## config.mk

```make
export PLATFORM = sky130hd
export DESIGN_NAME = pifo_root_ctrl
export DESIGN_NICKNAME = d
export VERILOG_FILES = /design/src/rtl/pifo_root_ctrl.sv
export SDC_FILE = /design/constraint.sdc
export NUM_CORES = 1
export LEC_CHECK = 0
export BUFFER_PORTS_ARGS = -buffer_cell sky130_fd_sc_hd__buf_2
export CORE_MARGIN = 10
export CORE_UTILIZATION = 45
export DETAILED_ROUTE_END_ITERATION = 8
export GPL_ROUTABILITY_DRIVEN = 0
export PLACE_DENSITY = 0.77
export SLEW_MARGIN = 0
export SYNTH_ARGS = -nofsm -noshare
export SYNTH_HDL_FRONTEND = slang
export SYNTH_SLANG_ARGS = --single-unit
```

## constraint.sdc

```tcl
create_clock -name i_clk -period 3.1 [get_ports i_clk]
set_input_delay 0.155 -clock i_clk [delete_from_list [all_inputs] [get_ports i_clk]]
set_output_delay 0.155 -clock i_clk [all_outputs]
set_load 0.005 [all_outputs]
```

## src/rtl/pifo_root_ctrl.sv

```systemverilog
// Root-side controller for a PIFO tree: turns enqueue handshakes into push
// commands, issues credit-limited pops and buffers popped elements for the consumer.
module pifo_root_ctrl #(
  parameter int PTW     = 16,
  parameter int MTW     = 32,
  parameter int CAP     = 1024,
  parameter int CNTW    = 11,
  parameter int POP_LAT = 1
) (
  input  logic                 i_clk,
  input  logic                 i_rst,
  input  logic                 i_enq_valid,
  input  logic [MTW+PTW-1:0]   i_enq_data,
  output logic                 o_enq_ready,
  output logic                 o_deq_valid,
  output logic [MTW+PTW-1:0]   o_deq_data,
  input  logic                 i_deq_ready,
  output logic                 o_push,
  output logic [MTW+PTW-1:0]   o_push_data,
  output logic                 o_pop,
  input  logic [MTW+PTW-1:0]   i_pop_data,
  input  logic                 i_ready,
  output logic [CNTW-1:0]      o_count,
  output logic                 o_empty,
  output logic                 o_full
);
  localparam int DW = MTW + PTW;
  localparam logic [CNTW-1:0] CAP_C = CNTW'(CAP);

  logic [CNTW-1:0]    count_q, count_d;
  logic               push_q, push_d;
  logic [DW-1:0]      push_data_q, push_data_d;
  logic               pop_q, pop_d;
  logic [POP_LAT-1:0] trk_q, trk_d;
  logic [DW-1:0]      buf_q [2];
  logic [DW-1:0]      buf_d [2];
  logic               rd_ptr_q, rd_ptr_d, wr_ptr_q, wr_ptr_d;
  logic [1:0]         used_q, used_d;

  logic       push_hs, pop_issue, capture, deq_hs;
  logic [2:0] inflight;

  assign o_full      = (count_q == CAP_C);
  assign o_empty     = (count_q == '0);
  assign o_count     = count_q;
  assign o_enq_ready = ~i_rst & i_ready & ~o_full;
  assign o_push      = push_q;
  assign o_push_data = push_data_q;
  assign o_pop       = pop_q;
  assign o_deq_valid = (used_q != 2'd0);
  assign o_deq_data  = buf_q[rd_ptr_q];

  always_comb begin
    // Pops on the wire or in the tracker each hold a buffer slot in reserve.
    inflight = {2'b0, pop_q};
    for (int i = 0; i < POP_LAT; i++) inflight = inflight + {2'b0, trk_q[i]};

    push_hs   = i_enq_valid & o_enq_ready;
    pop_issue = ~i_rst & i_ready & (count_q != '0) & (({1'b0, used_q} + inflight) < 3'd2);
    capture   = trk_q[POP_LAT-1];
    deq_hs    = o_deq_valid & i_deq_ready;

    count_d     = count_q + CNTW'(push_hs) - CNTW'(pop_issue);
    push_d      = push_hs;
    push_data_d = push_hs ? i_enq_data : '0;
    pop_d       = pop_issue;

    trk_d[0] = pop_q;
    for (int i = 1; i < POP_LAT; i++) trk_d[i] = trk_q[i-1];

    buf_d = buf_q;
    if (capture) buf_d[wr_ptr_q] = i_pop_data;
    wr_ptr_d = wr_ptr_q ^ capture;
    rd_ptr_d = rd_ptr_q ^ deq_hs;
    used_d   = used_q + {1'b0, capture} - {1'b0, deq_hs};
  end

  always_ff @(posedge i_clk) begin
    if (i_rst) begin
      count_q     <= '0;
      push_q      <= 1'b0;
      push_data_q <= '0;
      pop_q       <= 1'b0;
      trk_q       <= '0;
      buf_q[0]    <= '0;
      buf_q[1]    <= '0;
      rd_ptr_q    <= 1'b0;
      wr_ptr_q    <= 1'b0;
      used_q      <= 2'd0;
    end else begin
      count_q     <= count_d;
      push_q      <= push_d;
      push_data_q <= push_data_d;
      pop_q       <= pop_d;
      trk_q       <= trk_d;
      buf_q       <= buf_d;
      rd_ptr_q    <= rd_ptr_d;
      wr_ptr_q    <= wr_ptr_d;
      used_q      <= used_d;
    end
  end
endmodule
```

==> results of run 1 <==
-- synth_stat cells (all sizes together) (2+ instances only) --
| cell | number |
|---|---|
| buf | 21 |
| inv | 21 |
| and2 | 50 |
| xnor2 | 6 |
| a21o | 3 |
| clkbuf | 14 |
| o21bai | 2 |
| nor3 | 3 |
| nor2b | 7 |
| a211o | 2 |
| dfxtp | 162 |
| nor2 | 109 |
| a21oi | 5 |
| nand2 | 3 |
| a31oi | 2 |
| ha | 20 |
| mux2 | 50 |
| mux2i | 96 |
| xor2 | 2 |
| nor4 | 2 |
| and2b | 2 |
| nand2b | 2 |
| or2 | 2 |
-- per-stage QoR --
step | cell area, um2 | setup slack, ps | instances | setup TNS (ps)
3_3_place_gp | 7680 | 120 | 970 | 0
4_1_cts | 9190 | 10.3 | 1096 | 0
2_1_floorplan | 6410 | 25.4 | 597 | 0
6_report | 9370 | 24.6 | 1103 | 0
3_5_place_dp | 7680 | -5.87 | 970 | -5.87
5_1_grt | 9370 | -71.7 | 1103 | -273
-- worst max path at each step --
stage	from	endpoint	slack, ps	cells after the start
floorplan	o_count[9]$_SDFF_PP0_	o_count[7]$_SDFF_PP0_	30	16
global placement	o_count[6]$_SDFF_PP0_	o_count[10]$_SDFF_PP0_	120	17
detailed placement	o_count[3]$_SDFF_PP0_	o_count[10]$_SDFF_PP0_	-6	17
CTS	o_count[3]$_SDFF_PP0_	o_count[10]$_SDFF_PP0_	10	17
global route	o_count[9]$_SDFF_PP0_	o_count[10]$_SDFF_PP0_	-70	17
finish	o_count[3]$_SDFF_PP0_	o_count[10]$_SDFF_PP0_	20	17
-- kinds of logic (layout without fill, tap and decap cells) --
family	Yosys count	in the layout	share of synthesized area, %
xor gates and xnor gates	8	8	1.10
DFF	162	162	50.7
muxes	146	146	23.8
adders and majority gates	21	21	4.23
and+or+nand+nor	185	185	14.0
buffers and inverters	56	382	3.62
AOI/OAI and AO/OA	19	19	2.50
-- power groups by stage --
| stage | Sequential, mW | Clock (mW) | Combinational (mW) |
|---|---|---|---|
| after floorplan | 2.38 | 0 | 1.15 |
| after global placement | 2.41 | 0 | 1.62 |
| after detailed placement | 2.42 | 0 | 1.65 |
| after CTS | 2.37 | 2.05 | 1.76 |
| after global routing | 2.42 | 2.13 | 2.20 |
| final | 2.40 | 2.01 | 2.01 |
-- layout make-up --
class | count | area [um2] | share of cell area [%]
sequential | 162 | 3250 | 34.7
multi-input combinational | 379 | 3050 | 32.6
timing repair buffer | 329 | 2180 | 23.3
clock inverter | 15 | 143 | 1.52
clock buffer | 17 | 425 | 4.54
inverter | 21 | 83.8 | 0.895
tap | 180 | 225 | 2.40
-- worst max-delay path, delay by kind of cell, from the launching register on --
kind / cells / cell delay (ps)
AOI/OAI and AO/OA: 3 / 580
adders and majority gates: 4 / 820
buffers and inverters: 4 / 220
DFF: 1 / 330
and+or+nand+nor: 6 / 990
-- cells in the final DEF (no fill, tap or decap), types with 5 or more instances in the layout --
master,n
buf_2,212
inv_6,7
clkbuf_16,17
dfxtp_1,154
xnor2_1,6
ha_1,11
mux2_2,5
ha_4,7
mux2i_1,96
dfxtp_2,8
inv_2,11
buf_4,23
and2_1,49
dlygate4sd3_1,93
inv_1,8
mux2_1,45
nor2_1,108
nor2b_1,6
-- flip-flops by register name, summed over array words and instances (netlist names), 2 cells and up --
register,cells
buf_q,96
o_push_data,48
used_q,2
o_count,11
-- layer usage --
metal	vias to the layer above	global-route usage (%)
li1	2601	-
met1	2515	21.5
met2	232	31.5
met3	31	9.36
met4	0	6.21
met5	-	0
-- timing repair --
item	CTS	global route
buffers inserted	1	7
endpoints found under the setup margin	4	6
cloned	0	0
hold buffers	93	0
pin swaps	1	18
resized for setup	0	38
endpoints found under the hold margin	134	0
==> results by group, run 1 <==
Placed design
  – IO buf count: 213
  – Post-DP HPWL: 12000 um

Setup path
  – Flop2flop setup slack: 20 ps
  – Crit start category: register
  – CP Max Fanout: 2
  – Reg2reg end: o_count[10]$_SDFF_PP0_
  – Critical Path Sink Type: register
  – WP data required: 3400 ps
  – Reg2reg start: o_count[3]$_SDFF_PP0_
  – Crit Path Category: register to register
  – Crit path largest cell delay: 370 ps
  – CP max-delay cell: fa_2
  – Arrival time worst endpoint: 3370 ps
  – CP most frequent cell: ha_4
  – CP cell instances: inv_2 > ha_4 > nand4_1 > nor4b_4 > nor2_2 > and2_4 > inv_4 > ha_4 > inv_4 > ha_4 > inv_2 > fa_2 > nor2b_4 > o221ai_2 > a211o_1 > a21oi_2 > nor3b_2
  – Cells on worst reg2reg path: 17

Global route
  – GRT overflow: 0
  – Pin count of the biggest net entering global routing: 73
  – Initial antenna violation count: 0
  – First-pass GRT wire length: 30300 um
  – Number of global-route vias before repair: 5711
  – Gr usage total: 19.2%

Floorplan
  – Die Wd: 139 um
  – I/O pins: 214
  – Core area: 0.0139 mm2
  – Total Die Area: 0.0194 mm2
  – Die Ht: 139 um
  – Initial Util: 46.1%
  – Core Rows: 43

Worst hold path
  – Hold Crit Class: input pin to register
  – Hold depth: 3
  – HP Start: i_pop_data[26]
  – WHS Endpoint: buf_q[74]$_SDFFE_PP0P_

Synthesis
  – Share of the synthesized area in the top cell type: 50.7%
  – Synthesized area per cell: 10.7 um2
  – Syn Nets: 719
  – Synthesis Warnings: 0
  – Largest area contributor in the netlist: dfxtp_1
  – Unique masters post-synth: 41
  – Number of synthesized flops with an enable pin: 0
  – #FFs+latches synth: 162
  – Post-Syn Instances: 597
  – Seq/Total Area, Yosys: 50.7%
  – Ys flop type: dfxtp_1
  – Ys async rst share: 0%
  – Area contributors post-synth: dfxtp_1, mux2i_1, mux2_1
  – Cell Area, Synth: 0.00639 mm2

Finish
  – Fraction of layout cells with a size suffix above 1: 34.2%
  – Antenna diode count: 0
  – # nets final: 1032
  – FILL cells: 985
  – Synth-to-layout area growth: 46.5%
  – Layout Utilization: 67.5%

Run status
  – Run status: finished, final reports clean

Power and ir drop
  – Clk pwr share: 31.3%
  – Sequential Power Share: 37.4%
  – Int Pwr: 4.34 mW
  – Pwr/cell area: 685 mW/mm2
  – Peak supply drop: 0.476 mV
  – Leakage: 4.31 nW
  – P_sw: 2.07 mW
  – Total power: 6.41 mW
  – Switch share: 32.3%
  – Comb power frac: 31.4%

STA
  – # setup viols final: 0
  – RSZ-0062 raised after global routing: yes
  – Slew Limit Headroom: 50.4%
  – Worst-Margin Slew: 744 ps
  – Final slew viol count: 0
  – Final Hold Fails: 0
  – Min Hold Slack: 21.1 ps
  – FMAX: 325 MHz
  – Final Cycle Share: 99.2%
  – Clock skew: 13.9 ps
  – Tmin final: 3080 ps

Route
  – Wire length on met3: 2100 um
  – Met1 wire length: 7830 um
  – Drt pass-1 iters: 4
  – DR vias/cell: 4.88
  – Vias: 5379
  – Initial DRC Count: 228
  – Drc violations: 0
  – Antenna viol nets, final: 0
  – Met2 wire len: 9300 um
  – Final wirelength: 19800 um
  – Max Used Layer: met4
  – WL per Instance: 17.9 um

Clock network
  – CTS tree: done
  – Clock sink count: 162
  – CTS Buf Count: 17
  – Htree depth: 4
  – CTS clk-pin slew, worst paths: 70 ps
  – Later-pin clock latency in the skew report: 420 ps
  – Clock Tree Buf Depth: 2
  – Root Driver: clkbuf_16

Run
  – Max Cap Viol: 0
No activity file was read; power rests on OpenSTA's default activity.
==> run 2: changes to the inputs <==
--- a/config.mk
+++ b/config.mk
@@ -6,6 +6,7 @@
 export NUM_CORES = 1
 export LEC_CHECK = 0
 export BUFFER_PORTS_ARGS = -buffer_cell sky130_fd_sc_hd__buf_2
+export CORE_ASPECT_RATIO = 0.5
 export CORE_MARGIN = 10
 export CORE_UTILIZATION = 45
 export DETAILED_ROUTE_END_ITERATION = 8
==> run 2 against run 1 <==
Net effect:
- the run now ends with setup timing left
- count of clock-buffer cells in the layout increased by 1
- die area grew 1.5%
- largest power group unchanged
- combinational power barely moved
- largest cell class unchanged
- clock skew decreased by 1.5 ps
==> results by group, run 2 (synthesized netlist as in run 1, its figures left out) <==
STA
  – Final Hold Fails: 0 (unchanged)
  – Final slew viol count: 0 (unchanged)
  – Clock skew: 12.4 ps (was 13.9 ps)
  – Min Hold Slack: 7.78 ps (was 21.1 ps)
  – FMAX: 319 MHz (was 325 MHz)
  – RSZ-0062 raised after global routing: yes (unchanged)
  – # setup viols final: 3 (was 0)
  – Final Cycle Share: 101% (was 99.2%)
  – Tmin final: 3140 ps (was 3080 ps)
  – Slew Limit Headroom: 21.3% (was 50.4%)
  – Setup ws final: -35.9 ps (was 24.6 ps)
  – Worst-Margin Slew: 1180 ps (was 744 ps)
  – Setup TNS: -60.7 ps (was 0 ps)

Setup path
  – CP most frequent cell: ha_4 (unchanged)
  – Crit start category: register (unchanged)
  – Arrival time worst endpoint: 3420 ps (was 3370 ps)
  – WP data required: 3390 ps (was 3400 ps)
  – Crit Path Category: register to register (unchanged)
  – Critical Path Sink Type: register (unchanged)
  – CP cell instances: inv_2 > ha_4 > nand4_1 > nor4b_2 > nor2_1 > and2_4 > inv_4 > ha_4 > inv_1 > ha_1 > a21o_1 > a221oi_4 > nand2_1 > a31oi_1 > mux2_1 (was inv_2 > ha_4 > nand4_1 > nor4b_4 > nor2_2 > and2_4 > inv_4 > ha_4 > inv_4 > ha_4 > inv_2 > fa_2 > nor2b_4 > o221ai_2 > a211o_1 > a21oi_2 > nor3b_2)
  – CP max-delay cell: nor4b_2 (was fa_2)
  – CP Max Fanout: 3 (was 2)
  – Crit path largest cell delay: 370 ps (about the same)

Run
  – Max Cap Viol: 0 (unchanged)

Floorplan
  – Initial Util: 46.5% (was 46.1%)
  – I/O pins: 214 (unchanged)
  – Die Ht: 104 um (was 139 um)
  – Die Wd: 189 um (was 139 um)
  – Total Die Area: 0.0197 mm2 (was 0.0194 mm2)
  – Core area: 0.0137 mm2 (was 0.0139 mm2)
  – Core Rows: 30 (was 43)

Clock network
  – Clock sink count: 162 (unchanged)
  – Htree depth: 4 (unchanged)
  – CTS tree: done (unchanged)
  – CTS Buf Count: 17 (unchanged)
  – CTS clk-pin slew, worst paths: 70 ps (about the same)
  – Root Driver: clkbuf_16 (unchanged)
  – Later-pin clock latency in the skew report: 410 ps (was 420 ps)
  – Clock Tree Buf Depth: 2 (unchanged)

Route
  – Final wirelength: 18600 um (was 19800 um)
  – WL per Instance: 17.0 um (was 17.9 um)
  – Met1 wire length: 7240 um (was 7830 um)
  – Wire length on met3: 1460 um (was 2100 um)
  – Vias: 5224 (was 5379)
  – Drc violations: 0 (unchanged)
  – Antenna viol nets, final: 0 (unchanged)
  – Drt pass-1 iters: 5 (was 4)
  – Met2 wire len: 9620 um (was 9300 um)
  – Initial DRC Count: 230 (was 228)
  – Max Used Layer: met4 (unchanged)
  – DR vias/cell: 4.78 (was 4.88)

Finish
  – Fraction of layout cells with a size suffix above 1: 34.7% (was 34.2%)
  – Most flop-heavy register: buf_q (unchanged)
  – Synth-to-layout area growth: 43.3% (was 46.5%)
  – Commonest non-fill, non-tap cell in the layout: buf_2 (unchanged)
  – Most frequent cells in the layout: buf_2, dfxtp_1, nor2_1 (unchanged)
  – Max reg flops: 96 (unchanged)
  – # nets final: 1010 (was 1032)
  – Final Non-Filler Cells: 1094 (was 1103)

Power and ir drop
  – P_sw: 2.06 mW (was 2.07 mW)
  – Peak supply drop: 0.485 mV (was 0.476 mV)
  – Clk pwr share: 32.0% (was 31.3%)
  – Comb power frac: 30.8% (was 31.4%)
  – Pwr/cell area: 705 mW/mm2 (was 685 mW/mm2)
  – Leakage: 4.22 nW (was 4.31 nW)
  – Int Pwr: 4.40 mW (was 4.34 mW)
  – Switch share: 31.9% (was 32.3%)
  – Sequential Power Share: 37.2% (was 37.4%)

Placed design
  – Dpl cells: 978 (was 970)
  – DP Worst Slack: 10.6 ps (was -5.87 ps)
  – IO buf count: 213 (unchanged)
  – Post-DP HPWL: 11800 um (was 12000 um)

Global route
  – Number of global-route vias before repair: 5510 (was 5711)
  – Pin count of the biggest net entering global routing: 115 (was 73)
  – GRT overflow: 0 (unchanged)
  – First-pass GRT wire length: 28700 um (was 30300 um)
  – Gr usage total: 17.7% (was 19.2%)
  – Initial antenna violation count: 1 (was 0)

Run status
  – Failing checks: setup timing
  – Run status: complete, but fails checks (was finished, final reports clean)

Worst hold path
  – Hold Crit Class: input pin to register (unchanged)
[run 2: changes by cell type in the layout (fill, tap and decap cells not counted), sizes merged]
cell         change
dlygate4sd3     -21
inv              -2
clkbuf           +1
bufinv           +1
diode            +1
buf              -1
[run 2: area by class of cell]
type	count	area [um2]
flip-flops and latches	162	3250
clock inverters	14	145
well taps	192	240
inverters	21	81.3
clock buffers	18	429
fillers	1039	4580
diodes	1	2.50
multi-input cells	379	3040
repair buffers	307	1970
[run 2: final timing paths]
kind,startpoint,end,slack (ps),cells after the start
worst max-delay path,o_count[4]$_SDFF_PP0_,o_count[7]$_SDFF_PP0_,-40,15
worst min register to register,buf_q[51]$_SDFFE_PP0P_,buf_q[51]$_SDFFE_PP0P_,490,2
worst min-delay path,i_pop_data[6],buf_q[6]$_SDFFE_PP0P_,8,3
worst max register to register,o_count[4]$_SDFF_PP0_,o_count[7]$_SDFF_PP0_,-40,15
[run 2: metrics by stage]
stage          area (um2)  utilization (%)  power (mW)
2_1_floorplan        6410                -        3.53
3_3_place_gp         7660             55.8        4.00
3_5_place_dp         7660             55.8        4.05
4_1_cts              8970             65.3        6.21
5_1_grt              9160             66.7        6.78
6_report             9160             66.7        6.45
[run 2: repair_timing]
action	CTS	global route
gates resized for setup	0	36
hold buffers	72	0
setup endpoints to repair	3	6
hold endpoints to repair	82	0
pin swaps	2	14
buffers inserted	1	10
[run 2: power by group through the flow]
stage	Clock, mW	Sequential [mW]	Combinational [mW]
3_3_place_gp	0	2.41	1.59
2_1_floorplan	0	2.38	1.15
3_5_place_dp	0	2.42	1.62
4_1_cts	2.10	2.38	1.74
5_1_grt	2.20	2.42	2.16
6_report	2.06	2.40	1.99
[run 2: worst max-delay path, delay by kind of cell, from the launching register on]
kind | cells | cell delay (ps)
multiplexers | 1 | 330
AO/OA/AOI/OAI | 3 | 710
flip-flops | 1 | 330
AND/OR/NAND/NOR | 5 | 930
buffers and inverters | 3 | 190
adder cells (fa/ha/maj) | 3 | 530
[run 2: routing by layer]
layer	track usage, %	up-vias
met4	4.95	0
met5	0	-
li1	-	2560
met2	32.1	149
met1	18.6	2491
met3	6.79	24
